--- config.mk ---
export PLATFORM = sky130hd
export DESIGN_NAME = instruction_fetch_unit
export DESIGN_NICKNAME = d
export VERILOG_FILES = /design/src/rtl/instruction_fetch_unit.sv
export SDC_FILE = /design/constraint.sdc
export NUM_CORES = 1
export LEC_CHECK = 0
export BUFFER_PORTS_ARGS = -buffer_cell sky130_fd_sc_hd__buf_2
export CAP_MARGIN = 20
export CORE_MARGIN = 5
export CORE_UTILIZATION = 50
export DETAILED_ROUTE_END_ITERATION = 6
export GPL_TIMING_DRIVEN = 0
export PLACE_DENSITY_LB_ADDON = 0.15
export SYNTH_ARGS = -nofsm -noshare
export SYNTH_HDL_FRONTEND = slang
export SYNTH_SLANG_ARGS = --single-unit
--- constraint.sdc ---
create_clock -name i_Clock -period 10.55 [get_ports i_Clock]
set_input_delay 2.6375 -clock i_Clock [delete_from_list [all_inputs] [get_ports i_Clock]]
set_output_delay 2.6375 -clock i_Clock [all_outputs]
set_load 0.01 [all_outputs]
--- src/rtl/instruction_fetch_unit.sv ---
// Instruction fetch unit: issues in-order word fetches to instruction memory, buffers the
// returned words with their PCs in a small FIFO and hands them to the core over valid/ready.
// A redirect from the core flushes the buffer and turns every in-flight fetch into a stale one
// whose response is silently dropped.
//
// Ports:
//   i_Clock, i_Reset                      clock (rising edge), async active-high reset
//   o_Mem_Req_Valid/Addr, i_Mem_Req_Ready  fetch request channel (valid/ready)
//   i_Mem_Resp_Valid/Data                  in-order response channel, one per accepted request
//   o_Instruction_Valid/_Addr, o_Instruction, i_Instruction_Ready  core channel (valid/ready)
//   i_Redirect_Valid/Addr                  redirect target from the core; addr bits [1:0] ignored
module instruction_fetch_unit #(
  parameter int unsigned     XLEN       = 32,
  parameter int unsigned     FIFO_DEPTH = 4,
  parameter logic [XLEN-1:0] RESET_PC   = '0
) (
  input  logic            i_Clock,
  input  logic            i_Reset,
  output logic            o_Mem_Req_Valid,
  output logic [XLEN-1:0] o_Mem_Req_Addr,
  input  logic            i_Mem_Req_Ready,
  input  logic            i_Mem_Resp_Valid,
  input  logic [XLEN-1:0] i_Mem_Resp_Data,
  output logic            o_Instruction_Valid,
  output logic [XLEN-1:0] o_Instruction,
  output logic [XLEN-1:0] o_Instruction_Addr,
  input  logic            i_Instruction_Ready,
  input  logic            i_Redirect_Valid,
  input  logic [XLEN-1:0] i_Redirect_Addr
);

  localparam int unsigned PtrW = $clog2(FIFO_DEPTH);
  localparam int unsigned CntW = PtrW + 1;
  localparam logic [CntW:0] DepthCnt = (CntW + 1)'(FIFO_DEPTH);

  logic [XLEN-1:0] pc_q, pc_d;
  logic [PtrW-1:0] rd_ptr_q, rd_ptr_d;
  logic [PtrW-1:0] wr_ptr_q, wr_ptr_d;
  logic [PtrW-1:0] fill_ptr_q, fill_ptr_d;
  // Allocated entries (filled or still awaiting their live response).
  logic [CntW-1:0] alloc_cnt_q, alloc_cnt_d;
  // All outstanding requests, live and stale.
  logic [CntW-1:0] inflight_q, inflight_d;
  // Stale outstanding requests whose responses must be discarded.
  logic [CntW-1:0] drop_q, drop_d;

  logic            entry_filled_q [FIFO_DEPTH];
  logic [XLEN-1:0] entry_addr_q   [FIFO_DEPTH];
  logic [XLEN-1:0] entry_data_q   [FIFO_DEPTH];

  logic [CntW:0] occupancy;
  logic          req_valid, req_fire;
  logic          resp_ok, resp_drop, resp_fill;
  logic          instr_valid, pop;

  logic unused_redirect_lsbs;
  assign unused_redirect_lsbs = ^i_Redirect_Addr[1:0];

  // Stale requests occupy no entry but still reserve space, so the cap covers them too.
  assign occupancy = {1'b0, alloc_cnt_q} + {1'b0, drop_q};
  assign req_valid = !i_Reset && (occupancy < DepthCnt);
  assign req_fire  = req_valid && i_Mem_Req_Ready;

  // A response with nothing outstanding is a protocol error and is ignored.
  assign resp_ok   = i_Mem_Resp_Valid && (inflight_q != '0);
  assign resp_drop = resp_ok && (drop_q != '0);
  assign resp_fill = resp_ok && (drop_q == '0);

  assign instr_valid = !i_Reset && entry_filled_q[rd_ptr_q];
  assign pop         = instr_valid && i_Instruction_Ready;

  assign o_Mem_Req_Valid     = req_valid;
  assign o_Mem_Req_Addr      = i_Reset ? '0 : pc_q;
  assign o_Instruction_Valid = instr_valid;
  assign o_Instruction       = instr_valid ? entry_data_q[rd_ptr_q] : '0;
  assign o_Instruction_Addr  = instr_valid ? entry_addr_q[rd_ptr_q] : '0;

  always_comb begin
    pc_d        = pc_q;
    rd_ptr_d    = rd_ptr_q + PtrW'(pop);
    wr_ptr_d    = wr_ptr_q + PtrW'(req_fire);
    fill_ptr_d  = fill_ptr_q + PtrW'(resp_fill);
    alloc_cnt_d = alloc_cnt_q + CntW'(req_fire) - CntW'(pop);
    inflight_d  = inflight_q + CntW'(req_fire) - CntW'(resp_ok);
    drop_d      = drop_q - CntW'(resp_drop);

    if (req_fire) begin
      pc_d = pc_q + XLEN'(4);
    end

    if (i_Redirect_Valid) begin
      pc_d        = {i_Redirect_Addr[XLEN-1:2], 2'b00};
      rd_ptr_d    = '0;
      wr_ptr_d    = '0;
      fill_ptr_d  = '0;
      alloc_cnt_d = '0;
      // Everything still outstanding after this edge, including a request accepted now, is stale.
      drop_d      = inflight_d;
    end
  end

  always_ff @(posedge i_Clock or posedge i_Reset) begin
    if (i_Reset) begin
      pc_q        <= RESET_PC;
      rd_ptr_q    <= '0;
      wr_ptr_q    <= '0;
      fill_ptr_q  <= '0;
      alloc_cnt_q <= '0;
      inflight_q  <= '0;
      drop_q      <= '0;
    end else begin
      pc_q        <= pc_d;
      rd_ptr_q    <= rd_ptr_d;
      wr_ptr_q    <= wr_ptr_d;
      fill_ptr_q  <= fill_ptr_d;
      alloc_cnt_q <= alloc_cnt_d;
      inflight_q  <= inflight_d;
      drop_q      <= drop_d;
    end
  end

  // Allocation, fill and pop never target the same slot in one cycle: allocation needs a free
  // slot, fill needs an allocated unfilled slot, pop needs a filled one.
  always_ff @(posedge i_Clock or posedge i_Reset) begin
    if (i_Reset) begin
      for (int unsigned i = 0; i < FIFO_DEPTH; i++) begin
        entry_filled_q[i] <= 1'b0;
        entry_addr_q[i]   <= '0;
        entry_data_q[i]   <= '0;
      end
    end else begin
      for (int unsigned i = 0; i < FIFO_DEPTH; i++) begin
        if (i_Redirect_Valid) begin
          entry_filled_q[i] <= 1'b0;
        end else begin
          if (req_fire && (wr_ptr_q == PtrW'(i))) begin
            entry_filled_q[i] <= 1'b0;
            entry_addr_q[i]   <= pc_q;
          end
          if (resp_fill && (fill_ptr_q == PtrW'(i))) begin
            entry_filled_q[i] <= 1'b1;
            entry_data_q[i]   <= i_Mem_Resp_Data;
          end
          if (pop && (rd_ptr_q == PtrW'(i))) begin
            entry_filled_q[i] <= 1'b0;
          end
        end
      end
    end
  end

  resp_has_request_a: assert property (@(posedge i_Clock) disable iff (i_Reset)
    i_Mem_Resp_Valid |-> (inflight_q != '0));

endmodule

# --- Word-level counts from Yosys, hierarchy flattened ---
# Index checks and enable logic that the tools add are counted.
classes:
  n_addsub: 10
  order_cmp: 2
  n_eq_ne: 9
  mux: 35
  n_bitwise: 2
  n_reduce_logical: 39
op_table:
  columns: ["cell", "n"]
  rows:
  - ["32-bit two-way mux", 9]
  - ["32-bit binary-select mux with 2-bit select", 2]
  - ["32-bit by 3-bit adder with 32-bit output, second input constant", 1]
  - ["1-bit logical AND", 19]
  - ["1-bit two-way mux", 18]
  - ["2-bit AND reduction", 8]
  - ["4-bit nonzero test", 4]
  - ["2-bit equality test, second input constant", 6]
  - ["3-bit by 1-bit subtractor with 3-bit output", 3]
  - ["2-bit by 1-bit adder with 2-bit output", 3]
  - ["3-bit by 1-bit adder with 3-bit output", 2]
  - ["2-bit by 1-bit equality test with 1-bit output, second input constant", 3]
  - ["2-bit logical NOT", 3]
  - ["2-bit two-way mux", 3]
  - ["3-bit two-way mux", 2]
  - ["3-bit nonzero test", 2]
  - ["3-bit by 3-bit adder with 4-bit output", 1]
  - ["4-bit by 3-bit < comparator with 1-bit output, second input constant", 1]
  - ["3-bit >= comparator, second input constant", 1]
  - ["3-bit logical NOT", 1]
  - ["2-bit NOT with 3-bit output", 1]
  - ["1-bit binary-select mux with 2-bit select", 1]
  - ["2-bit nonzero test", 1]
  - ["1-bit logical NOT", 1]
  - ["1-bit NOT", 1]
totals:
  ff_bits: 307
  in_bits: 70
  out_inout_bits: 98
  wordCells: 116

# --- Logic depth before layout (Yosys ltp) ---
logic_depth:
  ltp_word: 9
  depth_mapped: 12
  ltp_nobuf: 11

# --- Least setup slack after synthesis ---
# No wires, ideal clock.
synth_timing:
  path_kind: "input to register"
  start: "in i_Reset"
  end: "reg entry_filled_q[0] (netlist name)"
  setup_time_ps: 128
  arrival_ps: 9652
  t_required_ps: 10422
  setup_slack_ps: 769
  path_stages: 3
  n_path_buf: 0
  path_cell_list: "inv_1 > nand3_1 > o22a_1"
synth_via:
  elab_chain_cells: 6
  elab_cells_between_ends: 10
  classes_between: "mux: 2; reduce/logical: 8"
synth_rtl:
  columns: ["element", "line_no", "text"]
  rows:
  - ["start: declaration", "18", "input logic i_Reset,"]
  - ["1-bit logical NOT (no source line) (*)", null, null]
  - ["1-bit logical AND", "69", "assign instr_valid = !i_Reset && entry_filled_q[rd_ptr_q];"]
  - ["1-bit logical AND", "70", "assign pop = instr_valid && i_Instruction_Ready;"]
  - ["1-bit logical AND", "144", "if (pop && (rd_ptr_q == PtrW'(i))) begin"]
  - ["1-bit two-way mux", "144", null]
  - ["1-bit two-way mux", "133", "if (i_Redirect_Valid) begin"]
  - ["end signal: indexed assignment", "134", "entry_filled_q[i] <= 1'b0;"]
  - ["end signal: indexed assignment", "137", "entry_filled_q[i] <= 1'b0;"]
  - ["end signal: indexed assignment", "145", "entry_filled_q[i] <= 1'b0;"]
  - ["end: declaration", "47", "logic entry_filled_q [FIFO_DEPTH];"]
# Mark *: on every way between the ends. The rest lies on a longest branch, timed or not.
# A chain may end at the register's enable or synchronous reset.

# --- Worst setup path in the final report ---
layout_timing:
  start: "in i_Reset"
  end: "out o_Instruction_Addr[12]"
layout_via:
  elab_chain_cells: 3
layout_rtl:
  columns: ["element", "line_no", "text"]
  rows:
  - ["1-bit logical NOT (no source line)", null, null]
  - ["1-bit logical AND", "69", null]
  - ["32-bit two-way mux", "76", "assign o_Instruction_Addr = instr_valid ? entry_addr_q[rd_ptr_q] : '0;"]
  - ["end: declaration", "26", "output logic [XLEN-1:0] o_Instruction_Addr,"]
# No other way between the ends.

==> flow_summary.ini <==
[detailed_routing]
remaining_design_rule_violation_count = 0
drt_iter0_markers = 534
avgRoutedWirePerCell_um = 21.0
routed_wirelength_um = 34900
detailroute.wirelength.met3_um = 1840
route.detailed.vias_per_inst = 5.67
route.met2.wl_um = 16400
drt_first_pass_iters = 5
top_signal_layer_used = met5
antenna_violating_nets_post_route = 0
detailroute.via_count = 9418
route.layer.met1.wl_um = 15900

[worst_setup_path]
crit_path_max_fanout = 10
slowest_delay_ns = 0.64
crit_top_cell = sky130_fd_sc_hd__buf_2
timing.critical_path.required_ns = 7.91
rrSetupSlack_ns = 7.24
setup.worst_path.start_class = input pin
cp.buffers_inverters = 3
critical_path_class = in2out
path_delay_family = buffers and inverters
critical_path_arrival_ns = 4.38
cp-end-kind = primary output
crit_slowest_cell = sky130_fd_sc_hd__clkbuf_1
worstPathCellList = buf_2 -> a311o_2 -> clkbuf_1 -> nor2b_1 -> buf_2

[cells_and_area]
mostFrequentLayoutCell = sky130_fd_sc_hd__dfrtp_1
post-route-cell-area_um2 = 17000
most_used_cells_in_the_layout_excluding_fill_and_tap_cells = sky130_fd_sc_hd__dfrtp_1, sky130_fd_sc_hd__mux2_2, sky130_fd_sc_hd__buf_2
filler_cells = 2410
fraction_of_final_layout_cells_sized_beyond_drive_strength_1_pct = 46.7
final_net_count = 1337
syn_to_final_growth_pct = 18.7

[clock_tree]
h-tree-depth = 2
clock_tree_from_tritoncts = yes
clock_buffers_created_by_tritoncts = 34
post_cts_hold_buffer_count = 0
clk_pin_slew_worst_paths_ns = 0.05
clkLatencyLatePin_ns = 0.51
cts_num_sinks = 297
number_of_setup_buffers_added_after_cts = 0
postCtsResizedCells = 0
clock_tree.buffer_depth = 3
root_buffer = sky130_fd_sc_hd__clkbuf_16

[power_and_ir_drop]
p_leak_uw = 0.00801
share_seq_of_total_power_pct = 43.4
peakVddDrop_mv = 0.114
pwr_density_cell_nw_per_um2 = 209
switching_power_uw = 903
clk_pwr_share_pct = 35.5
netSwitchingFraction_pct = 25.4
power.internal_uw = 2650
combPwrFrac_pct = 21.1

[floorplanning]
io-pin-count = 168
die-area_um2 = 32200
std_cell_rows = 62
fp.coreArea_um2 = 28500
x_dimension_of_the_die_um = 179
start_util_pct = 50.2
chipHeight_um = 179

[yosys]
ys_ff_latch = 297
synthCells = 1045
post_synth.cell_area_avg_um2 = 13.7
synth_largest_area_cell = sky130_fd_sc_hd__dfrtp_1
yosys-top-cells-area = sky130_fd_sc_hd__dfrtp_1, sky130_fd_sc_hd__mux2_2, sky130_fd_sc_hd__mux4_2
syn_area_um2 = 14300
synth.lib_cells_used.distinct = 51
ys_warn_count = 0
synth_top_cell_area_share_pct = 51.8
synth_sequential_area_ratio_pct = 51.8
yosys_most_used_dff = sky130_fd_sc_hd__dfrtp_1
async_flop_share_pct = 100
synth_edf_count = 0

[timing]
relative_slew_slack_pct = 42.3
slew_worst_pin_ns = 0.865
unrepaired_setup_endpoints_after_global_routing = false
max_freq_mhz = 142
finalSetupViolCount = 0
tns_ns = 0
report.final.slew_viol_count = 0
post-route-min-period_ns = 7.02
timing.clock.skew_ns = 0.0118
timing.final.crit_share_pct = 66.5
hold_viol = 0

[global_route]
number_of_global_route_vias_before_repair = 9774
pin_count_of_the_biggest_net_entering_global_routing = 41
grt_use_total_pct = 22.0
grt_antenna_before_repair = 2
grt_pass1_wl_um = 55200
overflow = 0

[min_path]
worstHoldPathType = reg2reg

[placement]
port_buffers = 161
place_congestion = 0.870
placement.cell_area_um2 = 15800
dp_hpwl_um = 23900

[status]
status = complete, no violations

[job]
maxCapViolCount = 0
path summary, 6_finish.rpt:
path | depth (start not counted) | endpoint | from
max in group asynchronous | 5 | entry_data_q[75] | i_Reset
max | 5 | o_Instruction_Addr[12] | i_Reset
max reg2reg | 12 | alloc_cnt_q[2] | rd_ptr_q[0]
min | 1 | entry_addr_q[43] | entry_addr_q[43]
min reg2reg | 1 | entry_addr_q[43] | entry_addr_q[43]
min in group asynchronous | 2 | entry_filled_q[2] | i_Reset
power groups by stage:
stage	Combinational, uW	Sequential (uW)	Clock (uW)
2_1_floorplan	600	1510	0
3_5_place_dp	757	1560	0
3_3_place_gp	731	1550	0
6_report	752	1540	1260
4_1_cts	761	1540	1290
5_1_grt	829	1570	1340
flip-flops by register name, summed over array words and instances (netlist names):
| signal | cells |
|---|---|
| fill_ptr_q | 2 |
| wr_ptr_q | 2 |
| inflight_q | 3 |
| entry_addr_q | 120 |
| alloc_cnt_q | 3 |
| drop_q | 3 |
| entry_data_q | 128 |
| entry_filled_q | 4 |
| rd_ptr_q | 2 |
| pc_q | 30 |
area by class of cell:
cell class	instances	area [um^2]	area share, %
flip-flops and latches	297	7430	43.6
multi-input cells	651	6460	37.9
clock buffers	53	1090	6.38
repair buffers	169	966	5.67
well taps	384	480	2.82
plain buffers	82	400	2.35
clock inverters	7	135	0.793
inverters	18	71.3	0.419
diodes	1	2.50	0.0147
cell usage after synthesis (all sizes together), types with 11 or more instances:
cell type  count
mux4          62
buf           54
mux2         248
nand4         11
inv           18
ha            12
clkbuf        28
o31ai         15
o21ai         12
nor2b         99
or4           22
dfrtp        297
nand2         27
a31oi         15
nand3         23
nor2          28
kinds of logic after synthesis:
logic type	after synthesis	synth area share (%)
AND/OR/NAND/NOR	242	10.3
adder cells (fa/ha/maj)	14	1.33
AO/OA/AOI/OAI	66	3.15
flip-flops	297	51.8
XOR/XNOR	13	0.794
multiplexers	312	29.3
buffers and inverters	100	3.26
other	1	0.0261
through the flow:
step / power (uW) / std cells / hold slack, ns / setup slack (ns) / util, %
finish: 3560 / 1662 / 0.500 / 3.53 / 59.7
global route: 3740 / 1662 / 0.512 / 3.52 / 59.7
global placement: 2280 / 1593 / 0.482 / 0.508 / 54.8
floorplan: 2110 / 1048 / 0.462 / 3.04 / -
detailed placement: 2320 / 1601 / 0.488 / 3.54 / 55.4
CTS: 3600 / 1661 / 0.501 / 3.54 / 59.6
per-layer routing:
metal  global-route usage (%)  vias up
met4                     5.93        2
met1                     32.1     4872
met3                     3.50       50
li1                         -     4242
met5                        0        -
met2                     34.7      252
No activity file was read; power rests on OpenSTA's default activity.
